--- src/rtl/serial_subtractor_5b_if.sv ---
// Operand/result bundle for the bit-serial subtractor.
// Handshake: start is honoured only while the unit is idle (busy=0, done=0); operands are
// captured on that edge, busy stays high while bits are processed, and done pulses for one
// cycle when d/bout/ovf have just been updated.
interface serial_subtractor_5b_if #(
  parameter int WIDTH = 5
);
  logic             start;
  logic [WIDTH-1:0] a;
  logic [WIDTH-1:0] b;
  logic             bin;
  logic             busy;
  logic             done;
  logic [WIDTH-1:0] d;
  logic             bout;
  logic             ovf;

  modport master (
    output start, a, b, bin,
    input  busy, done, d, bout, ovf
  );

  modport slave (
    input  start, a, b, bin,
    output busy, done, d, bout, ovf
  );
endinterface

--- src/rtl/serial_subtractor_5b.sv ---
// Bit-serial ripple-borrow subtractor: D = A - B - BIN, one bit per cycle, LSB first.
// A single full-subtractor cell is reused WIDTH times between two shift registers.
module serial_subtractor_5b #(
  parameter int WIDTH = 5
) (
  input  logic                  i_clk,
  input  logic                  i_rst,
  serial_subtractor_5b_if.slave bus,
  output logic [1:0]            o_dbg_state
);
  localparam int CW = (WIDTH > 2) ? $clog2(WIDTH) : 1;

  typedef enum logic [1:0] {
    S_IDLE   = 2'd0,
    S_SHIFT  = 2'd1,
    S_FINISH = 2'd2
  } state_t;

  state_t           r_state;
  state_t           w_next;
  logic [WIDTH-1:0] r_a_sr;
  logic [WIDTH-1:0] r_b_sr;
  logic [WIDTH-1:0] r_d_sr;
  logic             r_borrow;
  logic [CW-1:0]    r_cnt;
  logic             r_a_msb;
  logic             r_b_msb;
  logic [WIDTH-1:0] r_d;
  logic             r_bout;
  logic             r_ovf;

  logic             w_busy;
  logic             w_done;
  logic             w_last;
  logic             w_a0;
  logic             w_b0;
  logic             w_diff;
  logic             w_borrow_next;
  logic [WIDTH-1:0] w_d_next;

  // Full-subtractor cell working on the current LSBs.
  assign w_a0          = r_a_sr[0];
  assign w_b0          = r_b_sr[0];
  assign w_diff        = w_a0 ^ w_b0 ^ r_borrow;
  assign w_borrow_next = (~w_a0 & w_b0) | (~(w_a0 ^ w_b0) & r_borrow);
  assign w_d_next      = {w_diff, r_d_sr[WIDTH-1:1]};
  assign w_last        = (r_cnt == CW'(WIDTH - 1));

  always_comb begin
    w_next = r_state;
    w_busy = 1'b0;
    w_done = 1'b0;
    case (r_state)
      S_IDLE: begin
        if (bus.start) w_next = S_SHIFT;
      end
      S_SHIFT: begin
        w_busy = 1'b1;
        if (w_last) w_next = S_FINISH;
      end
      S_FINISH: begin
        w_done = 1'b1;
        w_next = S_IDLE;
      end
      default: w_next = S_IDLE;
    endcase
  end

  always_ff @(posedge i_clk) begin
    if (i_rst) begin
      r_state  <= S_IDLE;
      r_a_sr   <= '0;
      r_b_sr   <= '0;
      r_d_sr   <= '0;
      r_borrow <= 1'b0;
      r_cnt    <= '0;
      r_a_msb  <= 1'b0;
      r_b_msb  <= 1'b0;
      r_d      <= '0;
      r_bout   <= 1'b0;
      r_ovf    <= 1'b0;
    end else begin
      r_state <= w_next;
      case (r_state)
        S_IDLE: begin
          if (bus.start) begin
            r_a_sr   <= bus.a;
            r_b_sr   <= bus.b;
            r_borrow <= bus.bin;
            r_d_sr   <= '0;
            r_cnt    <= '0;
            r_a_msb  <= bus.a[WIDTH-1];
            r_b_msb  <= bus.b[WIDTH-1];
          end
        end
        S_SHIFT: begin
          r_d_sr   <= w_d_next;
          r_a_sr   <= {1'b0, r_a_sr[WIDTH-1:1]};
          r_b_sr   <= {1'b0, r_b_sr[WIDTH-1:1]};
          r_borrow <= w_borrow_next;
          r_cnt    <= r_cnt + CW'(1);
          // Visible results only move on the final bit, so they stay stable mid-operation.
          if (w_last) begin
            r_d    <= w_d_next;
            r_bout <= w_borrow_next;
            r_ovf  <= (r_a_msb != r_b_msb) && (w_diff != r_a_msb);
          end
        end
        default: ;
      endcase
    end
  end

  assign bus.busy    = w_busy;
  assign bus.done    = w_done;
  assign bus.d       = r_d;
  assign bus.bout    = r_bout;
  assign bus.ovf     = r_ovf;
  assign o_dbg_state = r_state;
endmodule

--- src/flat_wrapper.sv ---
// flat-port wrapper written by rule: the top's interface ports become plain ports
module serial_subtractor_5b_flat 
#(
  parameter int WIDTH = 5
)
  (i_clk, i_rst, o_dbg_state, bus_start, bus_a, bus_b, bus_bin, bus_busy, bus_done, bus_d, bus_bout, bus_ovf);
  serial_subtractor_5b_if #(.WIDTH(WIDTH)) bus_i ();
  input  logic i_clk;
  input  logic i_rst;
  output logic [1:0] o_dbg_state;
  input wire logic [$bits(bus_i.start)-1:0] bus_start;
  input wire logic [$bits(bus_i.a)-1:0] bus_a;
  input wire logic [$bits(bus_i.b)-1:0] bus_b;
  input wire logic [$bits(bus_i.bin)-1:0] bus_bin;
  output wire logic [$bits(bus_i.busy)-1:0] bus_busy;
  output wire logic [$bits(bus_i.done)-1:0] bus_done;
  output wire logic [$bits(bus_i.d)-1:0] bus_d;
  output wire logic [$bits(bus_i.bout)-1:0] bus_bout;
  output wire logic [$bits(bus_i.ovf)-1:0] bus_ovf;
  assign bus_i.start = bus_start;
  assign bus_i.a = bus_a;
  assign bus_i.b = bus_b;
  assign bus_i.bin = bus_bin;
  assign bus_busy = bus_i.busy;
  assign bus_done = bus_i.done;
  assign bus_d = bus_i.d;
  assign bus_bout = bus_i.bout;
  assign bus_ovf = bus_i.ovf;
  serial_subtractor_5b #(.WIDTH(WIDTH)) u_core (.i_clk(i_clk), .i_rst(i_rst), .bus(bus_i), .o_dbg_state(o_dbg_state));
endmodule
--- config.mk ---
export PLATFORM = sky130hd
export DESIGN_NAME = serial_subtractor_5b_flat
export DESIGN_NICKNAME = d
export VERILOG_FILES = /design/src/rtl/serial_subtractor_5b_if.sv /design/src/rtl/serial_subtractor_5b.sv /design/src/flat_wrapper.sv
export SDC_FILE = /design/constraint.sdc
export NUM_CORES = 1
export LEC_CHECK = 0
export ABC_AREA = 1
export BUFFER_PORTS_ARGS = -buffer_cell sky130_fd_sc_hd__buf_2
export CAP_MARGIN = 10
export CORE_ASPECT_RATIO = 0.6
export CORE_MARGIN = 4
export CORE_UTILIZATION = 48
export DETAILED_ROUTE_END_ITERATION = 10
export GPL_ROUTABILITY_DRIVEN = 0
export GPL_TIMING_DRIVEN = 1
export PLACE_DENSITY_LB_ADDON = 0.12
export RECOVER_POWER = 50
export SLEW_MARGIN = 5
export SYNTH_ARGS = -nofsm -noshare
export SYNTH_HDL_FRONTEND = slang
export SYNTH_SLANG_ARGS = --single-unit
--- constraint.sdc ---
create_clock -name i_clk -period 1.3 [get_ports i_clk]
set_input_delay 0.065 -clock i_clk [delete_from_list [all_inputs] [get_ports i_clk]]
set_output_delay 0.065 -clock i_clk [all_outputs]
set_load 0.01 [all_outputs]
## After elaboration in Yosys (flattened, before gate mapping)

Cells that the tools add are included.

- Register bits: 30
- Input port bits: 14
- Output and inout bits: 11
- Word-level logic and storage cells: 48

- Add/subtract/negate cells: 1
- Eq/ne operators: 7
- Muxes and demuxes: 15
- Bitwise gates (word level): 7
- Reduce and logical (&&, ||, !) cells: 7

Operators with widths:

| cell | count |
|---|---|
| $pmux W5 S2 | 3 |
| $mux W5 | 3 |
| $reduce_and A2 Y1 | 4 |
| $pmux W3 S2 | 1 |
| $mux W2 | 2 |
| $pmux W2 S2 | 1 |
| $add A3 B1 Y3 const B | 1 |
| $eq A3 B3 Y1 const B | 1 |
| $mux W1 | 3 |
| $mux W3 | 1 |
| $and A1 B1 Y1 | 2 |
| $eq A2 B1 Y1 const B | 1 |
| $eq A2 B2 Y1 const B | 1 |
| $logic_not A2 Y1 | 1 |
| $ne A1 B1 Y1 | 2 |
| $ne A2 B1 Y1 const B | 1 |
| $ne A2 B2 Y1 const B | 1 |
| $not A1 Y1 | 2 |
| $pmux W1 S2 | 1 |
| $reduce_bool A2 Y1 | 1 |
| $xor A1 B1 Y1 | 2 |
| $logic_and A1 B1 Y1 | 1 |
| $or A1 B1 Y1 | 1 |

## Longest topological paths before layout

Gate-level depths: netlist of the first run.

- Depth in word-level cells: 5
- Mapped depth: 8
- Mapped depth without buffers: 8

## Worst setup path before layout of the first run

No wires, ideal clock.

- Path kind: register -> register
- Start: register u_core.r_borrow
- End: register u_core.r_ovf (netlist: u_core.bus.ovf)
- Library setup time: 64 ps
- Data arrival time: 1198 ps
- Data required time: 1236 ps
- Slack: 38 ps
- Cell stages (with the launch flop): 6
- Path through: dfxtp_1 > inv_1 > fa_1 > nor3_1 > nor2_1 > nor2_1

- Cells in the longest elaborated chain, start to end: 3

RTL lines:

| what | RTL line | source |
|---|---|---|
| start: declaration | serial_subtractor_5b.sv:24 | `logic r_borrow;` |
| start signal: assignment | serial_subtractor_5b.sv:89 | `r_borrow <= bus.bin;` |
| start signal: assignment | serial_subtractor_5b.sv:100 | `r_borrow <= w_borrow_next;` |
| $xor A1 B1 Y1 | serial_subtractor_5b.sv:44 | `assign w_diff = w_a0 ^ w_b0 ^ r_borrow;` |
| via u_core.w_diff | serial_subtractor_5b.sv:37 | `logic w_diff;` |
| $ne A1 B1 Y1 | serial_subtractor_5b.sv:106 | `r_ovf <= (r_a_msb != r_b_msb) && (w_diff != r_a_msb);` |
| $logic_and A1 B1 Y1 | serial_subtractor_5b.sv:106 |  |
| end signal: assignment | serial_subtractor_5b.sv:106 |  |
| end: declaration | serial_subtractor_5b.sv:30 | `logic r_ovf;` |

The timed path passes the listed nets, and every way through them passes these cells.
A chain may end at the register's enable or synchronous reset.

## Worst setup path in the final report of the first run

Ends and elaborated chain as after synthesis.

==> impl_metrics.ini, run 1 <==
[global_routing]
antenna_found_initial = 0
grt_remaining_overflow = 0
track_usage = 0.179
grt_max_degree = 27
grt_first_pass_wirelength_microns = 4920
grt_pass1_vias = 1106

[cts]
clk_latency_ns = 0.28
clock-root-buffer = clkbuf_8
cts_hold_buf = 0
htree_levels = 2
cts.sinks = 29
cts_tree = yes
path_clk_slew_ns = 0.06
cts_buffers = 5
clockBufferDepth = 2

[synthesis]
yosys.area_share.simple = 0.318
synth_compound_area_frac = 0.104
yosys.area_share.xor_xnor = 0
synth_top_family_by_area = simple AND/OR/NAND/NOR gates
synthAdderAreaFrac = 0.0343
synth_cell_types = 22
synthMuxAreaShare = 0
synthCells = 181
syn_nets = 198
netlist_area_sq_um = 1310
ys_seq_elements = 29
seq_area_frac_synth = 0.442
ys_warn_count = 0
postSynthAreaPerCell_sq_um = 7.25

[detailed_routing]
wl_per_cell_microns = 12.3
viasPerCell = 4.87
drc = 0
vias = 1197
drt-initial-drc-count = 74
wirelength_microns = 3030
first_pass_iters = 4
ant_nets = 0

[critical_path]
slowest_stage = fa_2
cp.arrival_ns = 1.41
crit_path_end_kind = flop
path_cells = inv_2 -> fa_2 -> nor3_1 -> nor2_1 -> nor2_1
slowest_delay_ns = 0.58
crit_top_cell = nor2_1
critical_path_class = reg -> reg
startpoint_type = flop
crit_required_ns = 1.47
cp_max_fo = 4

[layout]
layoutNonFillerInstCount = 246
final_cell_area_sq_um = 1580
drive_gt1_frac = 0.271
syn2layout_area_growth_pct = 20.7
n_fill_cell = 238
finalNetCount = 230
n_antenna_cell = 0

[outcome]
outcome = finished clean

[floorplanning]
die_w_microns = 75.5
pin_count = 25
die_area_sq_um = 3660
initial_core_util = 0.513
core_sq_um = 2560
rows = 14
dieHeight_microns = 48.5

[timing]
fin_worst_skew_ns = 0.00311
maxSlewHeadroom = 0.605
setup_violations = 0
min_period_over_period = 0.954
finalCriticalPeriod_ns = 1.24
setup_tns_ns = 0
tightest_slew_ns = 0.592
slew_violations = 0
final.setup.worst_slack_ns = 0.0600
hold_viol_final = 0
grt_setup_unrepaired = true
fmax_mhz = 806

[placed_design]
dp_slack_ns = -0.0516
post-dp-hpwl_microns = 1990
place_inst = 234
dpl_cell_area_sq_um = 1440
io_buffers = 24

[power_and_ir_drop]
ir_worst_vdd_mv = 0.713
p_leak_nw = 0.742
cellPowerDensity_nw_per_um2 = 1300

[hold_path]
hp-class = in -> reg

[job]
maxCapViolCount = 0
where the power goes:
part | internal (mW) | leakage (nW) | total, mW | switching (mW)
sequential | 0.937 | 0.239 | 0.966 | 0.0298
clock | 0.477 | 0.0542 | 0.803 | 0.326
combinational | 0.115 | 0.449 | 0.292 | 0.177
cell families (layout without fill, tap and decap cells):
| group | after synthesis | after routing |
|---|---|---|
| buffers and inverters | 26 | 58 |
| AO/OA/AOI/OAI | 22 | 23 |
| adder cells (fa/ha/maj) | 3 | 3 |
| AND/OR/NAND/NOR | 101 | 101 |
| flip-flops | 29 | 29 |
per-stage QoR:
step	power (mW)	hold WS, ns	utilization
finish	2.06	0.0586	0.619
global route	2.17	0.0731	0.619
CTS	2.06	0.0540	0.612
detailed placement	1.24	0.350	0.563
global placement	1.23	0.343	0.563
floorplan	1.18	0.134	-
layout make-up:
| cell class | instances | area, sq um | share of cell area |
|---|---|---|---|
| timing repair buffer | 30 | 156 | 0.0987 |
| tap | 32 | 40.0 | 0.0253 |
| sequential | 29 | 588 | 0.371 |
| clock buffer | 7 | 96.3 | 0.0608 |
| inverter | 20 | 76.3 | 0.0482 |
| clock inverter | 1 | 5.00 | 0.00316 |
| multi-input combinational | 127 | 622 | 0.393 |
path summary, 6_finish.rpt:
kind,start,endpoint,slack [ns],cells after the start
max reg2reg,u_core.r_borrow,u_core.bus.ovf,0.06,5
max,u_core.r_borrow,u_core.bus.ovf,0.06,5
min reg2reg,u_core.r_a_msb,u_core.r_a_msb,0.47,2
min,bus_a[4],u_core.r_a_sr[4],0.06,3
timing repair:
| item | in CTS | in global routing |
|---|---|---|
| pin swaps | 6 | 3 |
| gates cloned | 0 | 1 |
| gates resized for setup | 2 | 12 |
| setup buffers | 3 | 0 |
| endpoints found under the setup margin | 15 | 24 |
per-layer routing:
metal | share of wire | vias up | GRT usage
met2 | 0.42 | 35 | 0.252
met3 | 0.064 | 4 | 0.0579
li1 | - | 621 | -
met5 | 0 | - | 0
met4 | 0.016 | 0 | 0.0698
met1 | 0.50 | 537 | 0.251
registers in the layout (all words and copies together) (netlist names):
signal / flops
u_core.r_a_sr: 5
u_core.bus.ovf: 1
u_core.bus.bout: 1
u_core.r_a_msb: 1
u_core.o_dbg_state: 2
u_core.r_borrow: 1
u_core.r_b_sr: 5
u_core.r_d_sr: 4
u_core.bus.d: 5
u_core.r_b_msb: 1
u_core.r_cnt: 3
critical path, delay by kind of cell, from the launching register on:
family	cells	cell delay, ns
flip-flops	1	0.33
buffers and inverters	1	0.04
adder cells (fa/ha/maj)	1	0.58
AND/OR/NAND/NOR	3	0.18
synthesized netlist by cell type:
cell	instances	area, sq um
nor2_1	26	97.6
dfxtp_1	29	581
nand2_1	61	229
o21ai_2	4	35.0
clkinv_2	1	5.00
inv_1	18	67.6
buf_6	3	33.8
a21oi_1	11	55.1
inv_2	1	3.75
nor3_1	1	5.00
o21ai_4	1	16.3
fa_1	1	20.0
o21ai_1	2	10.0
nor2_4	2	22.5
buf_8	1	15.0
or2_2	1	6.26
clkbuf_1	2	7.51
nand2_4	1	11.3
o21ai_0	4	20.0
nand2_2	1	6.26
nand3_1	8	40.0
ha_1	2	25.0
cell usage in the layout (no fill, tap or decap), types with 4 or more instances in the layout:
cell and instances:
a21oi_1 10, nand3_1 7, o21ai_2 5, clkbuf_1 7
o21ai_0 4, inv_1 14, dfxtp_1 23, inv_2 5
nor2_1 26, buf_2 17, nand2_1 60, dfxtp_2 6
clkbuf_8 7, buf_4 6
(Power assumes the default switching activity.)
==> run 2: changes to the inputs <==
--- a/config.mk
+++ b/config.mk
@@ -10,7 +10,7 @@
 export CAP_MARGIN = 10
 export CORE_ASPECT_RATIO = 0.6
 export CORE_MARGIN = 4
-export CORE_UTILIZATION = 48
+export CORE_UTILIZATION = 57
 export DETAILED_ROUTE_END_ITERATION = 10
 export GPL_ROUTABILITY_DRIVEN = 0
 export GPL_TIMING_DRIVEN = 1
==> constraint.sdc (replaced) <==
create_clock -name i_clk -period 1.6 [get_ports i_clk]
set_input_delay 0.08 -clock i_clk [delete_from_list [all_inputs] [get_ports i_clk]]
set_output_delay 0.08 -clock i_clk [all_outputs]
set_load 0.01 [all_outputs]
==> impl_metrics.ini, run 2 (same netlist as run 1, synthesis figures left out) <==
[critical_path]
crit_required_ns = 1.82
cp_max_fo = 4
crit_path_end_kind = flop
timing.rr.start = u_core.r_borrow
critical_path_class = reg -> reg
startpoint = u_core.r_borrow
cp.arrival_ns = 1.63
startpoint_type = flop

[layout]
seqCellArea_sq_um = 581
n_fill_cell = 188
n_antenna_cell = 0
multiInputGateArea_sq_um = 594
syn2layout_area_growth_pct = 15.1
fin_util = 0.693
layoutNonFillerInstCount = 239
final_cell_area_sq_um = 1510
drive_gt1_frac = 0.172
final_cell_mix = nand2_1 (61), dfxtp_1 (29), nor2_1 (26), inv_1 (18), buf_2 (14)
final_common_cell = nand2_1
finalNetCount = 225

[detailed_routing]
first_pass_iters = 4
wl_per_cell_microns = 11.6
drt-initial-drc-count = 55
vias = 1190
drc = 0
ant_nets = 0
viasPerCell = 4.98
wirelength_microns = 2770

[global_routing]
grt_pass1_vias = 1131
busiest_layer = met2
track_usage = 0.200
grt_first_pass_wirelength_microns = 4810
gr-usage-met1 = 0.246
grt_remaining_overflow = 0
grt_max_degree = 27
antenna_found_initial = 0
met2_usage = 0.323
met3_usage = 0.0556

[placed_design]
post-dp-hpwl_microns = 1950
dpl_cell_area_sq_um = 1430
io_buffers = 24
place_inst = 231
dp_slack_ns = 0.214

[cts]
htree_levels = 2
cts_buffers = 5
clk_latency_ns = 0.28
clock-root-buffer = clkbuf_8
cts-resized-gates = 0
clockBufferDepth = 2
path_clk_slew_ns = 0.06
cts_tree = yes
cts_hold_buf = 0
post_cts_buffers = 0
cts.sinks = 29

[floorplanning]
dieHeight_microns = 45.2
initial_core_util = 0.602
core_sq_um = 2180
die_w_microns = 70.0
pin_count = 25
rows = 13
die_area_sq_um = 3160

[timing]
hold_slack_ns = 0.0726
final.setup.worst_slack_ns = 0.191
slew_violations = 0
grt_setup_unrepaired = false
tightest_slew_ns = 0.517
finalCriticalPeriod_ns = 1.41
maxSlewHeadroom = 0.655
fin_worst_skew_ns = 0.00450
hold_viol_final = 0
min_period_over_period = 0.881
fmax_mhz = 710
setup_violations = 0
setup_tns_ns = 0

[hold_path]
holdCritStartpoint = bus_b[4]
hp-class = in -> reg

[power_and_ir_drop]
internal-power_mw = 1.22
power_frac_clock = 0.399
combinationalPowerShare = 0.129
cellPowerDensity_nw_per_um2 = 1090
p_sw_mw = 0.427
p_leak_nw = 0.706
p_seq_frac = 0.472
power_mw = 1.65
ir_worst_vdd_mv = 0.596
swShare = 0.259

[job]
maxCapViolCount = 0

[outcome]
outcome = finished clean
[run 2: power groups by stage]
| stage | logic, mW | registers [mW] | clock network, mW |
|---|---|---|---|
| 5_1_grt | 0.242 | 0.782 | 0.707 |
| 3_5_place_dp | 0.212 | 0.795 | 0 |
| 2_1_floorplan | 0.169 | 0.792 | 0 |
| 3_3_place_gp | 0.201 | 0.793 | 0 |
| 6_report | 0.213 | 0.779 | 0.657 |
| 4_1_cts | 0.214 | 0.779 | 0.666 |
[run 2: area by class of cell]
| cell class | instances | share of cell area |
|---|---|---|
| inverters | 20 | 0.0505 |
| repair buffers | 26 | 0.0795 |
| flip-flops and latches | 29 | 0.384 |
| well taps | 30 | 0.0249 |
| multi-input cells | 126 | 0.394 |
| clock buffers | 7 | 0.0638 |
| clock inverters | 1 | 0.00331 |
[run 2: layer usage]
layer | vias up | share of wire
li1 | 603 | -
met1 | 544 | 0.47
met2 | 36 | 0.44
met3 | 7 | 0.069
met4 | 0 | 0.023
met5 | - | 0
[run 2: final timing paths]
check	cells after the start	to	slack, ns
worst max-delay path	5	u_core.bus.ovf	0.19
worst min-delay path	3	u_core.r_b_msb	0.07
worst max register to register	5	u_core.bus.ovf	0.19
worst min register to register	2	u_core.bus.d[2]	0.47
[run 2: critical path, cell delays in order (launching register included)]
cell,delay (ns)
dfxtp_1,0.33
inv_1,0.06
fa_1,0.57
nor3_1,0.23
nor2_1,0.07
nor2_1,0.09
==> run 3: changes to the inputs <==
--- a/config.mk
+++ b/config.mk
@@ -10,7 +10,7 @@
 export CAP_MARGIN = 10
 export CORE_ASPECT_RATIO = 0.6
 export CORE_MARGIN = 4
-export CORE_UTILIZATION = 57
+export CORE_UTILIZATION = 53
 export DETAILED_ROUTE_END_ITERATION = 10
 export GPL_ROUTABILITY_DRIVEN = 0
 export GPL_TIMING_DRIVEN = 1
==> constraint.sdc (replaced) <==
create_clock -name i_clk -period 1.36 [get_ports i_clk]
set_input_delay 0.068 -clock i_clk [delete_from_list [all_inputs] [get_ports i_clk]]
set_output_delay 0.068 -clock i_clk [all_outputs]
set_load 0.01 [all_outputs]
==> impl_metrics.ini, run 3 (same netlist as run 1, synthesis figures left out) <==
[critical_path]
slowest_delay_ns = 0.61
crit_buf_inv = 1
cp_max_fo = 4
crit_path_end_kind = flop
crit_required_ns = 1.53
path_cells = inv_2 -> fa_2 -> nor3_1 -> nor2_1 -> nor2_1
slowest_stage = fa_2
timing.rr.start = u_core.r_b_sr[0]
startpoint_type = flop
crit_family = adder cells
critical_path_class = reg -> reg
cp.arrival_ns = 1.46
startpoint = u_core.r_b_sr[0]
crit_top_cell = nor2_1

[hold_path]
hp-class = in -> reg
holdCritStartpoint = bus_a[4]

[power_and_ir_drop]
p_leak_nw = 0.730
ir_worst_vdd_mv = 0.780
cellPowerDensity_nw_per_um2 = 1210

[placed_design]
place_inst = 232
io_buffers = 24
post-dp-hpwl_microns = 1980

[global_routing]
grt_pass1_vias = 1061
grt_max_degree = 27
grt_first_pass_wirelength_microns = 4750
track_usage = 0.192
grt_remaining_overflow = 0
antenna_found_initial = 0

[timing]
hold_viol_final = 0
min_period_over_period = 0.950
fin_worst_skew_ns = 0.00653
finalCriticalPeriod_ns = 1.29
slew_violations = 0
grt_setup_unrepaired = true
maxSlewHeadroom = 0.563
setup_tns_ns = 0
setup_violations = 0
fmax_mhz = 774
tightest_slew_ns = 0.652

[floorplanning]
rows = 13
core_sq_um = 2260
pin_count = 25
dieHeight_microns = 46.5
die_area_sq_um = 3360
initial_core_util = 0.581
die_w_microns = 72.2

[detailed_routing]
viasPerCell = 4.89
wirelength_microns = 2860
vias = 1189
drc = 0
ant_nets = 0
drt-initial-drc-count = 101
wl_per_cell_microns = 11.8
first_pass_iters = 4

[layout]
finalNetCount = 230
seqCellArea_sq_um = 586
drive_gt1_frac = 0.216
syn2layout_area_growth_pct = 19.4
final_cell_mix = nand2_1 (61), dfxtp_1 (27), nor2_1 (26), inv_1 (16), buf_2 (15)
fin_util = 0.693
n_fill_cell = 199
multiInputGateArea_sq_um = 607
n_antenna_cell = 0
layoutNonFillerInstCount = 243
final_common_cell = nand2_1

[cts]
htree_levels = 2
clock-root-buffer = clkbuf_8
cts_tree = yes
cts.sinks = 29
cts_buffers = 5
path_clk_slew_ns = 0.06
cts_hold_buf = 0
clk_latency_ns = 0.27
clockBufferDepth = 2

[outcome]
outcome = finished clean

[job]
maxCapViolCount = 0
[run 3: cell count changes in the layout (fill, tap and decap cells not counted), moves of 2 or more]
cell,delta
buf_4,+5
dfxtp_1,-2
inv_1,-2
inv_2,+2
[run 3: path summary, 6_finish.rpt]
| path | end | cells past startpoint | slack (ns) |
|---|---|---|---|
| worst max register to register | u_core.bus.ovf | 5 | 0.07 |
| worst min register to register | u_core.r_d_sr[1] | 2 | 0.47 |
| worst max-delay path | u_core.bus.ovf | 5 | 0.07 |
| worst min-delay path | u_core.r_a_sr[4] | 3 | 0.06 |
[run 3: worst reg2reg max path: cells and delay by family, from the launching register on]
family | cells | cell delay, ns
adder cells (fa/ha/maj) | 1 | 0.61
AND/OR/NAND/NOR | 3 | 0.21
buffers and inverters | 1 | 0.04
flip-flops | 1 | 0.33
[run 3: area by class of cell]
class / count / share of cell area
repair buffers: 31 / 0.111
flip-flops and latches: 29 / 0.374
clock buffers: 7 / 0.0551
inverters: 20 / 0.0487
well taps: 30 / 0.0240
multi-input cells: 126 / 0.387
[run 3: per-layer routing]
metal / share of wire / vias up / track usage
li1: - / 621 / -
met1: 0.49 / 532 / 0.259
met2: 0.43 / 32 / 0.275
met3: 0.069 / 4 / 0.0632
met4: 0.0084 / 0 / 0.0899
met5: 0 / - / 0
[run 3: what timing repair did]
item / CTS / global route
buffers inserted: 0 / 4
endpoints found under the setup margin: 1 / 13
pin swaps: 0 / 5
gates resized for setup: 1 / 7
gates cloned: 0 / 0
[run 3: per-stage QoR]
| step | power (mW) | area (sq um) | hold WS (ns) | setup WS [ns] |
|---|---|---|---|---|
| global route | 2.01 | 1570 | 0.0833 | -0.0280 |
| floorplan | 1.13 | 1310 | 0.137 | 0.0979 |
| CTS | 1.89 | 1540 | 0.0559 | 0.0129 |
| finish | 1.90 | 1570 | 0.0614 | 0.0686 |
| detailed placement | 1.19 | 1450 | 0.345 | 0.0125 |
| global placement | 1.18 | 1450 | 0.341 | 0.0666 |
[run 3: where the power goes]
part	leakage, nW	total (mW)	internal [mW]	switching [mW]
clock	0.0443	0.698	0.400	0.298
sequential	0.238	0.919	0.893	0.0257
combinational	0.447	0.283	0.117	0.166
total	0.730	1.90	1.41	0.490
